### src/rtl/wb_pipe_stage.sv
// MEM/WB pipeline register with valid/ready handshake, optional skid entry,
// flush, and a write-back forwarding tap for the hazard unit.
module wb_pipe_stage #(
  parameter int unsigned DATA_W = 32,
  parameter int unsigned RD_W   = 5,
  parameter int unsigned SKID   = 1
) (
  input  logic              clk_i,
  input  logic              rst_i,
  input  logic              valid_i,
  output logic              ready_o,
  input  logic [DATA_W-1:0] read_data_i,
  input  logic [DATA_W-1:0] alu_result_i,
  input  logic [RD_W-1:0]   rd_addr_i,
  input  logic              reg_write_i,
  input  logic              mem_to_reg_i,
  input  logic              flush_i,
  output logic              valid_o,
  input  logic              ready_i,
  output logic [DATA_W-1:0] read_data_o,
  output logic [DATA_W-1:0] alu_result_o,
  output logic [RD_W-1:0]   rd_addr_o,
  output logic              reg_write_o,
  output logic              mem_to_reg_o,
  output logic [DATA_W-1:0] fwd_data_o,
  output logic              fwd_hit_o
);

  typedef struct packed {
    logic [DATA_W-1:0] read_data;
    logic [DATA_W-1:0] alu_result;
    logic [RD_W-1:0]   rd_addr;
    logic              reg_write;
    logic              mem_to_reg;
  } wb_t;

  wb_t  in_e;
  wb_t  m_q;
  logic m_v;
  logic accept;
  logic rel;

  assign in_e = {read_data_i, alu_result_i, rd_addr_i,
                 reg_write_i, mem_to_reg_i};

  assign accept = valid_i & ready_o;
  assign rel    = m_v & ready_i;

  if (SKID != 0) begin : g_skid
    wb_t  s_q;
    logic s_v;

    // ready depends only on the skid flag, never on ready_i
    assign ready_o = ~s_v;

    always_ff @(posedge clk_i or negedge rst_i) begin
      if (!rst_i) begin
        m_v <= 1'b0;
        s_v <= 1'b0;
      end else if (flush_i) begin
        m_v <= 1'b0;
        s_v <= 1'b0;
      end else if (rel) begin
        if (s_v) begin
          s_v <= 1'b0;
        end else begin
          m_v <= accept;
        end
      end else if (accept) begin
        if (m_v) begin
          s_v <= 1'b1;
        end else begin
          m_v <= 1'b1;
        end
      end
    end

    always_ff @(posedge clk_i or negedge rst_i) begin
      if (!rst_i) begin
        m_q <= '0;
      end else if (!flush_i) begin
        if (rel && s_v) begin
          m_q <= s_q;
        end else if (accept && (!m_v || rel)) begin
          m_q <= in_e;
        end
      end
    end

    always_ff @(posedge clk_i or negedge rst_i) begin
      if (!rst_i) begin
        s_q <= '0;
      end else if (!flush_i && accept && m_v && !rel) begin
        s_q <= in_e;
      end
    end
  end else begin : g_flat
    assign ready_o = ~m_v | ready_i;

    always_ff @(posedge clk_i or negedge rst_i) begin
      if (!rst_i) begin
        m_v <= 1'b0;
      end else if (flush_i) begin
        m_v <= 1'b0;
      end else if (accept) begin
        m_v <= 1'b1;
      end else if (rel) begin
        m_v <= 1'b0;
      end
    end

    always_ff @(posedge clk_i or negedge rst_i) begin
      if (!rst_i) begin
        m_q <= '0;
      end else if (!flush_i && accept) begin
        m_q <= in_e;
      end
    end
  end

  assign valid_o      = m_v;
  assign read_data_o  = m_q.read_data;
  assign alu_result_o = m_q.alu_result;
  assign rd_addr_o    = m_q.rd_addr;
  assign mem_to_reg_o = m_q.mem_to_reg;
  // bubbles never write the register file
  assign reg_write_o  = m_q.reg_write & m_v;

  assign fwd_data_o = m_q.mem_to_reg ? m_q.read_data
                                     : m_q.alu_result;
  assign fwd_hit_o  = m_v & reg_write_o & (m_q.rd_addr != '0);

endmodule
### config.mk
export PLATFORM = sky130hd
export DESIGN_NAME = wb_pipe_stage
export DESIGN_NICKNAME = d
export VERILOG_FILES = /design/src/rtl/wb_pipe_stage.sv
export SDC_FILE = /design/constraint.sdc
export NUM_CORES = 1
export LEC_CHECK = 0
export CAP_MARGIN = 20
export CORE_AREA = 2 2 124 126
export CTS_CLUSTER_SIZE = 16
export DETAILED_ROUTE_END_ITERATION = 8
export DIE_AREA = 0 0 126 128
export PLACE_DENSITY = 0.8
export SLEW_MARGIN = 30
export SYNTH_ARGS = -nofsm -noshare
export SYNTH_HDL_FRONTEND = slang
export SYNTH_SLANG_ARGS = --single-unit
### constraint.sdc
create_clock -name clk_i -period 2.2 [get_ports clk_i]
set_input_delay 0.22 -clock clk_i [delete_from_list [all_inputs] [get_ports clk_i]]
set_output_delay 0.22 -clock clk_i [all_outputs]
set_load 0.05 [all_outputs]
==> metrics.md, run 1 <==
| Metric | Value |
|---|---|
| Final-layout setup total negative slack | 0 ns |
| Power share of the sequential group | between 30% and 40% |
| Global route hottest layer | met2 |
| Area post-placement | around 8700 sq um |
| Wire length of the first global-routing pass | approximately 24 mm |
| Post-synthesis net count | about 580 |
| Ratio of final minimum period to clock period | 95.91% |
| Synth unique cells | 21 |
| Static power due to leakage | between 3 and 4 nW |
| Starting utilization of the core area | approximately 50% |
| Total net switching power | between 0.003 and 0.004 W |
| WL final | roughly 15 mm |
| Via total after detailed routing | ~4.3k |
| Via density | approximately 5.2 |
| Clock transition time at the flip-flop clock pins of the worst setup and hold paths | approximately 0.060 ns |
| Max Freq | around 470 MHz |
| Weighted congestion reported at the end of routability-driven placement | 0.7780 |
| GR Layer Usage met3 | roughly 6.0% |
| Number of nets at the end of the flow | 690 |
| Setup skew after layout | between 0.006 and 0.007 ns |
| Average instance area after synthesis | approximately 14 sq um |
| Clock network fraction of total power | a little over a quarter |
| Net switching fraction of the power | 36.75% |
| Core Area | approximately 15000 sq um |
| Setup repair after global routing missed its margin | false |
| Initial antenna violation count | 0 |
| Io pins | approximately 180 |
| Worst setup SP type | flip-flop |
| Post-route cell area | 9308 sq um |
| Worst Path Class, Setup | reg2out |
| Row count | 45 |
| TritonCTS clock tree | built |
| Result of the run | finished clean |
| Half-perimeter wire length after detailed placement | approximately 10 mm |
| Max cap viols | 0 |
| Crit Path Max Fanout | 18 |
| Critical path required time | 1.98 ns |
| Number of synthesized register bits | roughly 140 |
| Slew at the pin closest to its max-slew limit | 0.5368 ns |
| Port buffer count | approximately 180 |
| Area delta synth->final | 28.57% |
| Total congestion overflow | 0 |
| GRT Resource Usage Total | 18.97% |
| Power Dens Cells | 1132 nW/um^2 |
| HP Class | in2async |
| Post-layout util | a little over three fifths |
| Ratio of cells with drive above 1 in the final layout | approximately half |
| Filler Cell Count | around 1.1k |
| Final hold violation count | 0 |
| Internal cell power | 0.006666 W |
| Count of warnings emitted by yosys | 0 |
| Buffer depth of the longest clock path | 2 |
| Share of the synthesized area in the top cell type | between 40% and 50% |
| Crit. End Element | primary output |
| Setup-failing EPs final | 0 |
| Number of instances in the synthesized netlist | 500 |
| Insertion delay to the later sink of the worst-skew pair | a little over 0.4 ns |
| Share of synthesized area occupied by flip-flops and latches | ~50% |
| Data arrival, critical path | between 1.5 and 2 ns |
| Initial detailed-routing violation count | between 150 and 200 |
| Maximum number of pins on one net before global-route repair | about 70 |
| Mapped Area | between 7000 and 8000 sq um |
| Die Y-Extent | roughly 130 um |
| IR drop worst, VDD | roughly 0.76 mV |
| Total chip power | around 0.011 W |
| Max-slew violation count | 0 |
| Maximum level of the CTS H-tree | 4 |
| Avg WL per Cell | between 15 and 20 um |
| Ant. Diodes | 0 |
| DIE AREA | about 16000 sq um |
| Post-route DRC | 0 |
| Comb power frac | 37.1% |
| Number of global-route vias before repair | approximately 4.7k |
| Most area-hungry cell type in the Yosys netlist | dfrtp_1 |
| Global routing usage on met1 | between 20% and 30% |
| Most area-consuming cells after synthesis | dfrtp_1, mux2_2, buf_4 |
| Root Buffer Master | clkbuf_16 |
| Clk sink count | 144 |
| Drt pass-1 iters | 6 |
| Clock buffer count from CTS | 17 |
| Overall die width | roughly 130 um |
| Worst slew margin relative to its limit | between 60% and 70% |
| Minimum clock period after layout | approximately 2.1 ns |
| Met2 capacity usage during global routing | about a third |
| Post-route antenna net violation count | 0 |
[cells in the mapped netlist]
cell type and instances:
and2_1 1, buf_4 71, clkbuf_1 4, buf_6 7, a211oi_4 1, inv_1 2
o21ai_0 1, nand2_1 1, mux2_2 222, nor3_1 1, or4_1 1, mux2_4 20
mux2_1 3, a211oi_1 1, buf_2 14, nand3_1 1, nand3_2 1, a21oi_1 2
dfrtp_1 144, mux2i_1 1, o21a_1 1
[final timing paths]
path / start / endpoint / slack, ns / cells after the start
max in group asynchronous: rst_i / rd_addr_o[0] / 1.13 / 3
min in group clk_i: alu_result_i[29] / g_skid.s_q[36] / 0.44 / 2
max: mem_to_reg_o / fwd_data_o[25] / 0.09 / 3
min: rst_i / rd_addr_o[3] / 0.34 / 2
min reg2reg: g_skid.s_q[3] / g_skid.s_q[3] / 0.50 / 1
max reg2reg: valid_o / alu_result_o[17] / 0.27 / 4
[power by group through the flow]
| stage | Sequential, W | Combinational (W) | Clock, W |
|---|---|---|---|
| detailed placement | 0.00380 | 0.00393 | 0 |
| floorplan | 0.00361 | 0.00316 | 0 |
| CTS | 0.00376 | 0.00394 | 0.00295 |
| global placement | 0.00375 | 0.00387 | 0 |
| finish | 0.00375 | 0.00391 | 0.00288 |
| global route | 0.00384 | 0.00407 | 0.00310 |
[state kept, by name (all words and copies together), names as in the netlist]
name / count
g_skid.s_v: 1
mem_to_reg_o: 1
alu_result_o: 32
read_data_o: 32
g_skid.s_q: 71
valid_o: 1
rd_addr_o: 5
m_q: 1
[final cells by class]
type                    count  area [sq um]  share of cell area, %
clock buffers              19         452.9                  4.866
multi-input cells         258          2952                  31.71
repair buffers            191          1904                  20.46
inverters                   2         7.507                0.08066
clock inverters            13         151.4                  1.627
well taps                 188         235.2                  2.527
flip-flops and latches    144          3605                  38.73
[placed cells by master, fill, tap and decap left out]
cell type        instances
mux2i_1                  1
clkbuf_16               17
buf_4                   35
nand3_4                  2
and2_1                   1
o21a_1                   1
clkinv_2                 1
a211oi_1                 1
mux2_1                   3
buf_12                   8
inv_1                    2
o21ai_0                  1
mux2_4                  20
nor3_1                   1
nand2_1                  1
clkinvlp_4               3
dfrtp_1                143
dlygate4sd2_1            1
a211oi_4                 1
a21oi_1                  2
inv_6                    4
bufinv_16                2
clkbuf_8                 2
dlygate4sd3_1            1
clkinv_4                 2
or4_1                    1
buf_6                    1
clkdlybuf4s50_1        145
dfrtp_2                  1
inv_8                    1
mux2_2                 222
[logic make-up (layout without fill, tap and decap cells)]
group,count (synthesis),after routing,share of synthesized area (%)
flip-flops,144,144,49.78
AND/OR/NAND/NOR,6,6,0.5184
AO/OA/AOI/OAI,6,6,0.6914
multiplexers,246,246,39.28
buffers and inverters,98,225,9.730
[critical path: stages, from the launching register on]
cell     delay, ns
dfrtp_2       0.68
buf_12        0.24
mux2_2        0.35
buf_4         0.19
[through the flow]
| step | instances | hold slack, ns | setup WS, ns |
|---|---|---|---|
| 3_3_place_gp | 782 | 0.2164 | 0.1695 |
| 6_report | 815 | 0.3365 | 0.08994 |
| 3_5_place_dp | 782 | 0.2177 | 0.1249 |
| 5_1_grt | 815 | 0.3703 | 0.002675 |
| 4_1_cts | 815 | 0.3481 | 0.04079 |
| 2_1_floorplan | 500 | -0.07559 | 0.1815 |
[repair_timing]
action | CTS | global route
hold buffers | 1 | 0
endpoints found under the hold margin | 53 | 0
buffers inserted | 0 | 0
gates resized for setup | 1 | 0
setup endpoints to repair | 1 | 0
[routing by layer]
layer / share of wire, % / vias up / wire length, um
met5: 0 / - / 0
met4: 1.2 / 0 / 178
met3: 6.1 / 15 / 904
met2: 52 / 125 / 7668
met1: 41 / 2193 / 6100
li1: - / 1929 / -
(Power assumes the default switching activity.)
==> run 2, diff against run 1 <==
- ABC_AREA: not set -> 1
- CORE_AREA: 2 2 124 126 -> 2 2 126 128
- DIE_AREA: 0 0 126 128 -> 0 0 128 130
- PLACE_DENSITY: 0.8 -> 0.79
==> metrics.md, run 2 <==
| Metric | Value |
|---|---|
| Power share of the sequential group | between 30 and 40% |
| Setup-failing EPs final | 0 |
| Initial detailed-routing violation count | ~430 |
| Max-slew violation count | 0 |
| Worst Path Class, Setup | reg2out |
| TritonCTS clock tree | built |
| GRT Resource Usage Total | between 20% and 30% |
| Post-route cell area | 9993 sq um |
| Internal cell power | just under 0.007 W |
| Synth unique cells | 16 |
| Crit. End Element | primary output |
| Final hold slack | roughly 0.36 ns |
| Via total after detailed routing | 6644 |
| Net switching fraction of the power | a little under two fifths |
| Worst-case register-to-register setup slack | 0.60 ns |
| Highest-delay cell along the critical path | clkdlybuf4s50_1 |
| Die Y-Extent | between 100 and 150 um |
| Result of the run | finished clean |
| Power Dens Cells | about 1100 nW/um^2 |
| IR drop worst, VDD | between 0.6 and 0.7 mV |
| Clock network fraction of total power | between 20% and 30% |
| Starting utilization of the core area | 48.55% |
| Post-route DRC | 0 |
| Area delta synth->final | 33.45% |
| Share of synthesized area occupied by flip-flops and latches | ~48% |
| Capture instance of the worst register-to-register path | read_data_o[27] |
| Largest Register | g_skid.s_q |
| Number of synthesized register bits | roughly 140 |
| Multi-input combinational cell area | 3072 sq um |
| Crit Path Max Fanout | 7 |
| Clock transition time at the flip-flop clock pins of the worst setup and hold paths | around 0.06 ns |
| Comb power frac | 37.2% |
| Setup skew after layout | between 0.009 and 0.01 ns |
| Most repeated cell in the gate-level netlist after synthesis | nand2_1 |
| Setup repair after global routing missed its margin | false |
| Filler Cell Count | ~1.3k |
| Mapped Area | about 7500 sq um |
| Total net switching power | between 0.004 and 0.005 W |
| Clk sink count | around 140 |
| Number of buffers and inverters on the critical path | 1 |
| Data arrival, critical path | roughly 1.8 ns |
| Number of instances in the synthesized netlist | 976 |
| Core Area | roughly 15000 sq um |
| Overall die width | 128 um |
| Io pins | around 180 |
| Final hold violation count | 0 |
| Average instance area after synthesis | 7.673 sq um |
| Via density | around 5.2 |
| Number of cell instances on the worst register-to-register path | 7 |
| Number of enable-type register cells in the synthesized netlist | 0 |
| Most area-consuming cells after synthesis | dfrtp_1, nand2_1, nand3_1 |
| Most frequent cells in the layout | nand2_1, clkdlybuf4s50_1, dfrtp_1 |
| Buffer depth of the longest clock path | 2 |
| HP Class | in2async |
| Number of buffers added for setup after CTS | 0 |
| DIE AREA | roughly 17000 sq um |
| Ratio of final minimum period to clock period | 91.19% |
| Largest stage delay on the critical path | 0.86 ns |
| Area post-placement | between 9000 and 10000 sq um |
| Port buffer count | between 150 and 200 |
| Post-route antenna net violation count | 0 |
| Final-layout setup total negative slack | 0 ns |
| Startpoint of the most critical register-to-register path | valid_o |
| Count of warnings emitted by yosys | 0 |
| Dominant delay contributor by cell family on the critical path | buffers and inverters |
| Slew at the pin closest to its max-slew limit | 0.5875 ns |
| WL final | around 21 mm |
| Half-perimeter wire length after detailed placement | roughly 13 mm |
| Avg WL per Cell | around 16 um |
| Maximum level of the CTS H-tree | 4 |
| Max Freq | about 500 MHz |
| Max reg flops | between 70 and 80 |
| Critical path required time | 1.98 ns |
| Most area-hungry cell type in the Yosys netlist | dfrtp_1 |
| Number of nets at the end of the flow | 1140 |
| Worst slew margin relative to its limit | 60.84% |
| Root Buffer Master | clkbuf_16 |
| Drt pass-1 iters | 5 |
| Insertion delay to the later sink of the worst-skew pair | about 0.43 ns |
| Share of the synthesized area in the top cell type | 48.12% |
| Number of global-route vias before repair | between 6k and 7k |
| Chain of cells forming the critical path | clkdlybuf4s50_1 |
| Area of all sequential standard cells | about 3600 sq um |
| Worst setup SP type | flip-flop |
| Weighted congestion reported at the end of routability-driven placement | around 0.83 |
| Wire length of the first global-routing pass | between 30 and 40 mm |
| Minimum clock period after layout | ~2.0 ns |
| Post-synthesis net count | about 1.1k |
| Clock buffer count from CTS | 17 |
| Ratio of cells with drive above 1 in the final layout | about 12% |
| Row count | 46 |
| Maximum number of pins on one net before global-route repair | 73 |
| Commonest register cell after synthesis | dfrtp_1 |
| Static power due to leakage | just over 5 nW |
| Top cells by count, synth | nand2_1, dfrtp_1, nand3_1 |
| Initial antenna violation count | 1 |
| Fraction of synthesis flops using an asynchronous set or reset pin | 100.0% |
| Max cap viols | 0 |
| Most common cell after layout, fill and taps aside | nand2_1 |
| Total congestion overflow | 0 |
[run 2: how the worst max path moves through the flow]
stage / startpoint / end / slack [ns] / cells after the start
finish: valid_o / valid_o / 0.19 / 1
global route: valid_o / valid_o / 0.15 / 1
CTS: valid_o / reg_write_o / 0.04 / 3
detailed placement: ready_i / read_data_o[18] / 0.45 / 8
global placement: ready_i / alu_result_o[9] / 0.49 / 8
floorplan: valid_o / fwd_hit_o / 0.38 / 4
[run 2: cells by family after synthesis]
group                  share of synthesized area [%]
and+or+nand+nor                                36.04
DFF                                            48.12
AOI/OAI and AO/OA                            0.06677
buffers and inverters                          10.96
muxes                                          4.812
[run 2: area by class of cell]
class / count / area share, %
multi-input cells: 695 / 30.74
flip-flops and latches: 144 / 36.06
clock inverters: 15 / 2.341
diodes: 1 / 0.02504
well taps: 192 / 2.404
clock buffers: 17 / 4.257
inverters: 8 / 0.3005
repair buffers: 198 / 23.88
[run 2: repair_timing]
action	CTS	global route
setup endpoints to repair	0	1
hold buffers	1	0
endpoints found under the hold margin	54	0
resized for setup	0	1
[run 2: per-layer routing]
metal  up-vias  share of wire [%]  global-route usage [%]
met5         -                  0                       0
met4         0                1.7                   9.632
met3        30                7.0                   6.232
met2       261                 50                   42.78
met1      3166                 41                   32.57
li1       3187                  -                       -
[run 2: power by group through the flow]
stage	sequential [W]	clock, W	combinational, W
final	0.00368	0.00321	0.00408
after CTS	0.00368	0.00326	0.00411
after global placement	0.00369	0	0.00403
after global routing	0.00375	0.00338	0.00432
after floorplan	0.00357	0	0.00277
after detailed placement	0.00371	0	0.00410
[run 2: metrics by stage]
stage / utilization [%] / setup slack (ns) / power, W / std cells
after floorplan: - / 0.3826 / 0.006344 / 976
after global routing: 64.79 / 0.1543 / 0.01145 / 1270
after global placement: 60.42 / 0.4921 / 0.007720 / 1236
final: 64.79 / 0.1938 / 0.01097 / 1270
after CTS: 64.76 / 0.04424 / 0.01105 / 1269
after detailed placement: 60.42 / 0.4494 / 0.007807 / 1236
